[config.mk]
export PLATFORM = sky130hd
export DESIGN_NAME = stopwatch_ctrl
export DESIGN_NICKNAME = d
export VERILOG_FILES = /design/src/rtl/stopwatch_ctrl.sv
export SDC_FILE = /design/constraint.sdc
export NUM_CORES = 1
export LEC_CHECK = 0
export CAP_MARGIN = 20
export CORE_AREA = 4 4 53 55
export CTS_CLUSTER_DIAMETER = 50
export DETAILED_ROUTE_END_ITERATION = 6
export DIE_AREA = 0 0 57 59
export PLACE_DENSITY = 0.87
export SETUP_SLACK_MARGIN = 0.02
export SLEW_MARGIN = 10
export SYNTH_ARGS = -nofsm -noshare
export SYNTH_HDL_FRONTEND = slang
export SYNTH_SLANG_ARGS = --single-unit
[constraint.sdc]
create_clock -name clk -period 2.2 [get_ports clk]
set_clock_uncertainty 0.05 [all_clocks]
set_input_delay 0.22 -clock clk [delete_from_list [all_inputs] [get_ports clk]]
set_output_delay 0.22 -clock clk [all_outputs]
set_load 0.005 [all_outputs]
[src/rtl/stopwatch_ctrl.sv]
// Stopwatch control FSM: button edge detection, run/pause/lap sequencing and tick prescaler.
// Define STOPWATCH_AUTOSTOP_EN to stop the count at the terminal value instead of wrapping.
module stopwatch_ctrl #(
  parameter int unsigned TICK_DIV = 4
) (
  input  logic       clk,
  input  logic       reset,
  input  logic       start_stop,
  input  logic       lap,
  input  logic       clear,
  input  logic       at_max,
  output logic       tick_en,
  output logic       cnt_clr,
  output logic       disp_hold,
  output logic [1:0] state,
  output logic       at_limit
);

  localparam logic [1:0] StIdle  = 2'b00;
  localparam logic [1:0] StRun   = 2'b01;
  localparam logic [1:0] StPause = 2'b10;
  localparam logic [1:0] StLap   = 2'b11;

  localparam logic [15:0] PrescMax = 16'(TICK_DIV - 1);

  logic [1:0]  state_q, state_d;
  logic [15:0] presc_q, presc_d;
  logic        ss_q, lap_q, clr_q;
  logic        armed_q;
  logic        tick_q, tick_d;
  logic        cnt_clr_q;
  logic        disp_hold_q;
  logic        ss_ev, lap_ev, clr_ev;
  logic        running, tick_due;
  logic        limit_hit, limit_lock;

  // armed_q stays low for the first cycle after reset so a button held through
  // reset release is absorbed into its history flop rather than seen as a rise.
  assign ss_ev  = armed_q & start_stop & ~ss_q;
  assign lap_ev = armed_q & lap & ~lap_q;
  assign clr_ev = armed_q & clear & ~clr_q;

  assign running  = (state_q == StRun) || (state_q == StLap);
  assign tick_due = running && (presc_q == PrescMax);

`ifdef STOPWATCH_AUTOSTOP_EN
  logic at_limit_q;

  assign limit_hit  = tick_due & at_max & ~clr_ev;
  assign limit_lock = at_limit_q;
  assign at_limit   = at_limit_q;

  always_ff @(posedge clk or posedge reset) begin
    if (reset) begin
      at_limit_q <= 1'b0;
    end else if (clr_ev) begin
      at_limit_q <= 1'b0;
    end else if (limit_hit) begin
      at_limit_q <= 1'b1;
    end
  end
`else
  logic unused_at_max;

  assign unused_at_max = at_max;
  assign limit_hit     = 1'b0;
  assign limit_lock    = 1'b0;
  assign at_limit      = 1'b0;
`endif

  // Priority: clear, then auto-stop, then start_stop, then lap.
  always_comb begin
    state_d = state_q;
    if (clr_ev) begin
      state_d = StIdle;
    end else if (limit_hit) begin
      state_d = StPause;
    end else begin
      case (state_q)
        StIdle: begin
          if (ss_ev) state_d = StRun;
        end
        StRun: begin
          if (ss_ev)       state_d = StPause;
          else if (lap_ev) state_d = StLap;
        end
        StLap: begin
          if (ss_ev)       state_d = StPause;
          else if (lap_ev) state_d = StRun;
        end
        StPause: begin
          if (ss_ev && !limit_lock) state_d = StRun;
        end
        default: state_d = StIdle;
      endcase
    end
  end

  always_comb begin
    presc_d = presc_q;
    if (clr_ev || (state_q == StIdle)) begin
      presc_d = '0;
    end else if (running) begin
      presc_d = (presc_q == PrescMax) ? '0 : presc_q + 16'd1;
    end
  end

  assign tick_d = tick_due & ~clr_ev & ~limit_hit;

  always_ff @(posedge clk or posedge reset) begin
    if (reset) begin
      state_q     <= StIdle;
      presc_q     <= '0;
      ss_q        <= 1'b0;
      lap_q       <= 1'b0;
      clr_q       <= 1'b0;
      armed_q     <= 1'b0;
      tick_q      <= 1'b0;
      cnt_clr_q   <= 1'b0;
      disp_hold_q <= 1'b0;
    end else begin
      state_q     <= state_d;
      presc_q     <= presc_d;
      ss_q        <= start_stop;
      lap_q       <= lap;
      clr_q       <= clear;
      armed_q     <= 1'b1;
      tick_q      <= tick_d;
      cnt_clr_q   <= clr_ev;
      disp_hold_q <= (state_d == StLap);
    end
  end

  assign state     = state_q;
  assign tick_en   = tick_q;
  assign cnt_clr   = cnt_clr_q;
  assign disp_hold = disp_hold_q;

endmodule

======== Word level (Yosys, flattened, before mapping) ========
Index checks and enable logic that the tools add are counted.
storage, ports and cells
  bits in registers ....................... 25
  input port bits ......................... 6
  output and inout bits ................... 6
  word-level logic and storage cells ...... 42
cells by class
  $add $sub $neg .......................... 1
  equal/unequal tests ..................... 5
  mux-type cells .......................... 10
  bitwise logic cells ..................... 11
  reductions and logical operators ........ 6
operator list
  cell                                                                    count
  16-bit two-way mux                                                      3
  16-bit by 1-bit adder with 16-bit output, second input constant         1
  16-bit by 2-bit equality test with 1-bit output, second input constant  1
  2-bit two-way mux                                                       6
  1-bit AND                                                               7
  2-bit equality test, second input constant                              3
  2-bit one-hot mux with 3 select lines                                   1
  1-bit inverter                                                          4
  2-bit by 1-bit equality test with 1-bit output, second input constant   1
  2-bit logical NOT                                                       1
  1-bit logical OR                                                        2
  2-bit nonzero test                                                      1
  2-bit OR reduction                                                      1
  1-bit logical AND                                                       1

======== Logic depth before layout (Yosys ltp) ========
Gate-level depths: netlist of the first run.
  depth in word-level cells ............... 7
  mapped depth ............................ 6
  depth with buffers taken out ............ 5

======== Worst setup path after synthesis of the first run ========
No wires, ideal clock.
  kind .................................... register to register
  start ................................... register presc_q[0]
  end ..................................... register presc_q[15]
  setup time .............................. 69 ps
  data arrival time ....................... 1658 ps
  data required time ...................... 2081 ps
  path slack .............................. 423 ps
  cell stages (with the launch flop) ...... 6
  buffers on the path ..................... 0
  period minus slack after synthesis ...... 1777 ps
  path through ............................ dfrtp_1 ha_1 nor3b_1 nand4_1 or4b_2 nand3_1
on the way
  word-level cells in the longest chain between the ends .. 4
  elaborated cells on any way between the ends .. 5
  those cells by class .................... 1 x add/sub; 1 x eq/ne; 3 x mux
ends and longest elaborated chain
  what                                                                                                         line  RTL
  start: declaration                                                                                           27    logic [15:0] presc_q, presc_d;
  start signal: assignment                                                                                     123   presc_q <= presc_d;
  16-bit by 1-bit adder with 16-bit output or 16-bit by 2-bit equality test with 1-bit output (tied branches)  104   presc_d = (presc_q == PrescMax) ? '0 : presc_q + 16'd1;
  16-bit two-way mux (*)                                                                                       104
  16-bit two-way mux (*)                                                                                       103   end else if (running) begin
  16-bit two-way mux (*)                                                                                       101   if (clr_ev || (state_q == StIdle)) begin
Every way passes the cells marked *; elsewhere a longest branch is shown, timed or not. The select of a mux whose other input is x is not followed.
A chain may end at the register's enable or synchronous reset.

======== Worst setup path after layout of the first run ========
Same ends and word-level chain as after synthesis.

==> results of run 1 <==
==> flip-flops by register name, indices dropped and copies added, names as in the netlist <==
register / flops
ss_q: 1
tick_en: 1
disp_hold: 1
lap_q: 1
cnt_clr: 1
state: 2
clr_q: 1
presc_q: 16
armed_q: 1
==> where the power goes <==
group          internal, mW  total (mW)  switching [mW]  leakage [nW]
Clock                0.0682       0.204           0.135        0.0177
Sequential            0.495       0.541          0.0457         0.336
Combinational         0.116       0.250           0.134         0.215
Total                 0.679       0.994           0.315         0.569
==> path summary, 6_finish.rpt <==
path / start / cells after the start / slack [ns] / endpoint
setup reg to reg: presc_q[0] / 5 / 0.25 / presc_q[15]
hold / removal: reset / 3 / 0.16 / presc_q[9]
min in group clk: start_stop / 1 / 0.29 / ss_q
max in group asynchronous: reset / 3 / 1.69 / presc_q[4]
hold reg to reg: presc_q[13] / 1 / 0.51 / presc_q[13]
setup / recovery: presc_q[0] / 5 / 0.25 / presc_q[15]
==> synthesized netlist by cell type, types with 3 or more instances <==
cell and count:
a21oi_1 8, xor2_1 6, nand4_1 5, buf_2 3, nor2_1 15, nand3_1 4, o21ai_0 8, nor4_1 4
or3_1 5, dfrtp_1 25, inv_1 5, nand2_1 5
==> final cells by class <==
class,count,share of cell area (%)
clock buffers,3,1.576
clock inverters,1,0.3503
inverters,5,1.313
multi-input cells,92,41.94
flip-flops and latches,25,43.78
well taps,30,2.627
repair buffers,13,8.406
==> routing by layer <==
| metal | vias up | part of all wire, % | GRT usage, % |
|---|---|---|---|
| li1 | 488 | - | - |
| met1 | 483 | 43 | 19.64 |
| met2 | 29 | 51 | 27.57 |
| met3 | 7 | 4.1 | 2.832 |
| met4 | 0 | 2.0 | 9.934 |
| met5 | - | 0 | 0 |
==> through the flow <==
stage                     hold WS, ns  setup WS (ns)  area (sq um)  std cells  util, %
after CTS                      0.1688         0.2557          1429        169    59.85
after detailed placement       0.4800         0.1213          1401        165    58.70
after global routing           0.1946         0.1829          1429        169    59.85
after global placement         0.4743         0.1588          1401        165    58.70
after floorplan                0.1973         0.4234          1266        126        -
final                          0.1642         0.2475          1429        169    59.85
==> logic make-up (layout without fill, tap and decap cells) <==
family	count (synthesis)	count (layout)	synth area share [%]
DFF	25	25	49.41
and+or+nand+nor	53	53	24.01
adders and majority gates	1	1	0.9880
other	2	2	0.5931
buffers and inverters	9	22	3.261
xor gates and xnor gates	8	8	5.534
AOI/OAI and AO/OA	28	28	16.21
==> critical path, cell delays in order, from the launching register on <==
cell     delay, ns
dfrtp_1       0.44
ha_1          0.29
nor3b_1       0.17
nand4_1       0.24
or4b_2        0.61
nand3_1       0.09
==> metrics.yaml, run 1 <==
clock_network:
  hold_buffers: 0
  cts.clk_slew.worst_paths_ns: 0.14
  root_buffer: "clkbuf_4"
  clkSinkCount: 25
  cts_buffers: 3
  h-tree-depth: 1
  post-cts-setup-buffer-count: 0
  clockBufferDepth: 2
  clock_latency_ns: 0.33
  cts_tree: "done"
  cts-resized-gates: 0
power_and_ir_drop:
  pwr_density_cell_nw_per_um2: 695.6
  vdd_ir_drop_max_v: 0.0006543
  total_power_mw: 0.9939
  leakagePower_nw: 0.5690
timing:
  slew_viol_final: 0
  rsz0062_at_grt: "no"
  final-hold-violation-count: 0
  finalSetupTns_ns: 0
  min_period_over_period_pct: 88.75
  setup_viol: 0
  period_needed_ns: 1.952
  max_freq_ghz: 0.5122
layout:
  syn2layout_area_growth_pct: 12.85
  layout_common_cells: "dfrtp_1 (25), nor2_1 (15), clkdlybuf4s50_1 (9), o21ai_0 (8), a21oi_1 (8)"
  final_common_cell: "dfrtp_1"
  drive_above_1_share_pct: 12.23
  register_area_sq_um: 625.6
  n_antenna_cell: 0
  multiInputGateArea_sq_um: 599.3
  fill_cells: 220
  nNetsFinal: 147
floorplanning:
  fp.dieArea_sq_um: 3363
  num_rows: 18
  pin_count: 12
  start_util_pct: 53.04
  die_h_um: 59
  core_area_sq_um: 2387
  die_w_um: 57
yosys:
  postSynthCellCount: 126
  async_reset_ff_share_pct: 100.0
  synth_seq_cells: 25
  synth_edf_count: 0
  syn-num-nets: 133
  ys_seq_area_share_pct: 49.41
  synthesis.area_sq_um: 1266
  netlist-cell-type-count: 39
  synth_top_area_cell: "dfrtp_1"
  synth-main-ff-cell: "dfrtp_1"
  netlist_top_cells_area: "dfrtp_1 (49%), nor2_1 (4.4%), xor2_1 (4.2%)"
  syn_avg_cell_area_sq_um: 10.05
  yosysTopAreaCellShare_pct: 49.41
  ys_warn_count: 0
detailed_routing:
  drc: 0
  via_per_inst: 5.959
  wl_per_cell_um: 14.04
  drt.antenna.violating_nets: 0
  initialDrtViolationCount: 36
  totalWireLength_um: 2373
  via_count: 1007
  firstDrtPassIters: 4
grt:
  grt_max_degree: 26
  antenna_found_initial: 0
  grt.overflow.total: 0
  grt_pass1_vias: 1010
  grt_pass1_wl_um: 4291
  grt_util_all_layers_pct: 16.37
critical_path:
  arrival_ns: 2.18
  criticalPathCategory: "reg2reg"
  start_kind: "flip-flop"
  cp_data_required_time_ns: 2.42
  cp_max_fo: 7
  endpoint_kind: "flip-flop"
flow_run:
  maxCapViolCount: 0
hold_path:
  hp-class: "in2async"
place:
  gp_congestion: 0.8129
  dp_hpwl_um: 1746
  numPortBuffers: 9
outcome:
  outcome: "finished clean"
(Power assumes the default switching activity.)
==> run 2, diff against run 1 <==
--- a/config.mk
+++ b/config.mk
@@ -6,13 +6,14 @@
 export NUM_CORES = 1
 export LEC_CHECK = 0
 export CAP_MARGIN = 20
-export CORE_AREA = 4 4 53 55
+export CORE_AREA = 4 4 51 53
 export CTS_CLUSTER_DIAMETER = 50
 export DETAILED_ROUTE_END_ITERATION = 6
-export DIE_AREA = 0 0 57 59
-export PLACE_DENSITY = 0.87
+export DIE_AREA = 0 0 55 57
+export DONT_BUFFER_PORTS = 1
+export PLACE_DENSITY = 0.85
 export SETUP_SLACK_MARGIN = 0.02
-export SLEW_MARGIN = 10
+export SLEW_MARGIN = 20
 export SYNTH_ARGS = -nofsm -noshare
 export SYNTH_HDL_FRONTEND = slang
 export SYNTH_SLANG_ARGS = --single-unit
==> run 2 against run 1 <==
Against the previous run:
- global-route usage rose by 0.36 points
- utilization grew 3.6 points
- via count fell by 6.7%
- cell area shrank 4.6%
- worst setup slack barely moved
- sequential power rose by 0.7%
- register-to-register slack is essentially flat
- first-iteration DRC count grew 25%
- clock power grew 2%
- hold slack worse by 0.0084 ns
- routed wire length down 8.7%
- combinational power down 16%
- largest power group unchanged
==> metrics.yaml, run 2 (synthesized netlist as in run 1, its figures left out) <==
outcome:
  outcome: "finished clean"  # unchanged
critical_path:
  cpPeakStageDelay_ns: 0.62  # was 0.61 ns
  crit_chain: "ha_1, nor3b_1, nand4_1, or4b_2, nand3_1"  # unchanged
  cp_max_fo: 7  # unchanged
  endpoint_kind: "flip-flop"  # unchanged
  cp_data_required_time_ns: 2.42  # about the same
  slowest_stage: "or4b_2"  # unchanged
  criticalPathCategory: "reg2reg"  # unchanged
  critPathTopFamily: "simple AND/OR/NAND/NOR gates"  # unchanged
  arrival_ns: 2.17  # was 2.18 ns
  start_kind: "flip-flop"  # unchanged
  cp.buffers_inverters: 0  # unchanged
clock_network:
  root_buffer: "clkbuf_4"  # unchanged
  h-tree-depth: 1  # unchanged
  post-cts-setup-buffer-count: 0  # unchanged
  cts_tree: "done"  # unchanged
  clkSinkCount: 25  # unchanged
  clock_latency_ns: 0.32  # was 0.33 ns
  cts_buffers: 3  # unchanged
  clockBufferDepth: 2  # unchanged
  cts.clk_slew.worst_paths_ns: 0.14  # about the same
layout:
  multiInputGateArea_sq_um: 599.3  # unchanged
  top_register: "presc_q"  # unchanged
  fill_cells: 158  # was 220
  fin_cells: 160  # was 169
  drive_above_1_share_pct: 11.36  # was 12.23%
  nNetsFinal: 140  # was 147
  final_common_cell: "dfrtp_1"  # unchanged
  syn2layout_area_growth_pct: 7.708  # was 12.85%
  n_antenna_cell: 0  # unchanged
  register_area_sq_um: 625.6  # unchanged
  layout_common_cells: "dfrtp_1 (25), nor2_1 (15), o21ai_0 (8), a21oi_1 (8), xor2_1 (6)"  # was dfrtp_1 (25), nor2_1 (15), clkdlybuf4s50_1 (9), o21ai_0 (8), a21oi_1 (8)
  largest_reg_flops: 16  # unchanged
grt:
  grt_max_degree: 26  # unchanged
  grt_util_all_layers_pct: 16.74  # was 16.37%
  grt_pass1_vias: 898  # was 1,010
  grt.overflow.total: 0  # unchanged
  antenna_found_initial: 0  # unchanged
  grt_pass1_wl_um: 3960  # was 4291 um
power_and_ir_drop:
  p_switching_mw: 0.3123  # was 0.3149 mW
  pwr-share-seq_pct: 56.5  # was 54.4%
  pwr_density_cell_nw_per_um2: 706.3  # was 695.6 nW/um^2
  combPwrFrac_pct: 21.8  # was 25.1%
  clkPwrFrac_pct: 21.7  # was 20.5%
  vdd_ir_drop_max_v: 0.0007732  # was 0.0006543 V
  p_int_mw: 0.6510  # was 0.6791 mW
  leakagePower_nw: 0.5386  # was 0.5690 nW
  switching_share_pct: 32.42  # was 31.68%
detailed_routing:
  firstDrtPassIters: 4  # unchanged
  via_per_inst: 5.875  # was 5.959
  initialDrtViolationCount: 45  # was 36
  totalWireLength_um: 2166  # was 2373 um
  drt.antenna.violating_nets: 0  # unchanged
  wl_per_cell_um: 13.54  # was 14.04 um
  via_count: 940  # was 1,007
  drc: 0  # unchanged
floorplanning:
  num_rows: 17  # was 18
  fp.dieArea_sq_um: 3135  # was 3363 sq um
  start_util_pct: 58.94  # was 53.04%
  die_h_um: 57  # was 59 um
  pin_count: 12  # unchanged
  core_area_sq_um: 2148  # was 2387 sq um
  die_w_um: 55  # was 57 um
flow_run:
  maxCapViolCount: 0  # unchanged
timing:
  min_period_over_period_pct: 88.75  # about the same
  setup_viol: 0  # unchanged
  final-hold-violation-count: 0  # unchanged
  slew_viol_final: 0  # unchanged
  whs_ns: 0.1558  # was 0.1642 ns
  period_needed_ns: 1.952  # about the same
  max_slew_margin_pct: 40.90
  tightest_slew_ns: 0.8855
  rsz0062_at_grt: "no"  # unchanged
  finalSetupTns_ns: 0  # unchanged
  max_freq_ghz: 0.5122  # about the same
place:
  gp_congestion: 0.8101  # was 0.8129
  numPortBuffers: 0  # was 9
  placed_cells: 152  # was 165
  dp_hpwl_um: 1583  # was 1746 um
hold_path:
  hp-class: "in2reg"  # was in2async
run 2: cell types whose count changed in the layout (fill, tap and decap cells not counted):
cell,delta
buf_4,-2
dlygate4sd3_1,+4
clkinv_2,-1
clkinvlp_4,+1
clkdlybuf4s50_1,-9
run 2: final cells by class:
| cell class | count | area share (%) |
|---|---|---|
| clock inverters | 1 | 0.5505 |
| inverters | 5 | 1.376 |
| clock buffers | 3 | 1.651 |
| repair buffers | 6 | 4.037 |
| well taps | 28 | 2.569 |
| flip-flops and latches | 25 | 45.87 |
| multi-input cells | 92 | 43.94 |
run 2: timing repair:
| item | CTS | global route |
|---|---|---|
| hold buffers | 4 | 0 |
| hold endpoints to repair | 28 | 0 |
| gates resized for setup | 0 | 0 |
run 2: stage by stage:
stage | worst slack, ns | util, % | power [mW] | area (sq um)
4_1_cts | 0.2467 | 63.48 | 0.9701 | 1364
3_5_place_dp | 0.2802 | 60.22 | 0.7598 | 1294
2_1_floorplan | 0.4234 | - | 0.7062 | 1266
3_3_place_gp | 0.3093 | 60.22 | 0.7547 | 1294
6_report | 0.2475 | 63.48 | 0.9633 | 1364
5_1_grt | 0.1745 | 63.48 | 1.024 | 1364
run 2: worst paths after layout:
path                                   from          end  slack [ns]  cells past startpoint
worst min-delay path             start_stop     state[1]        0.16                      3
worst min register to register  presc_q[13]  presc_q[13]        0.51                      1
max in group asynchronous             reset  presc_q[14]        1.09                      2
worst max-delay path             presc_q[0]  presc_q[15]        0.25                      5
worst max register to register   presc_q[0]  presc_q[15]        0.25                      5
min in group asynchronous             reset      cnt_clr        0.47                      2
run 2: power groups by stage:
stage                     clock [mW]  combinational, mW  sequential, mW
after floorplan                    0              0.172           0.534
after global placement             0              0.202           0.553
after detailed placement           0              0.206           0.554
after CTS                      0.213              0.212           0.545
after global routing           0.238              0.232           0.554
final                          0.209              0.210           0.545
run 2: layer usage:
metal	track usage (%)	vias to the layer above	part of all wire, %
li1	-	469	-
met2	25.34	33	49
met3	4.961	4	5.8
met4	4.514	0	1.2
met5	0	-	0
met1	23.26	434	44
run 2: worst register-to-register path, stage by stage, from the launching register on:
cell	delay [ns]
dfrtp_1	0.44
ha_1	0.29
nor3b_1	0.17
nand4_1	0.24
or4b_2	0.62
nand3_1	0.09
==> run 3, diff against run 2 <==
--- a/config.mk
+++ b/config.mk
@@ -5,7 +5,6 @@
 export SDC_FILE = /design/constraint.sdc
 export NUM_CORES = 1
 export LEC_CHECK = 0
-export CAP_MARGIN = 20
 export CORE_AREA = 4 4 51 53
 export CTS_CLUSTER_DIAMETER = 50
 export DETAILED_ROUTE_END_ITERATION = 6
==> results of run 3 <==
The final DEF is identical to that of run 2; final timing and power are the same.
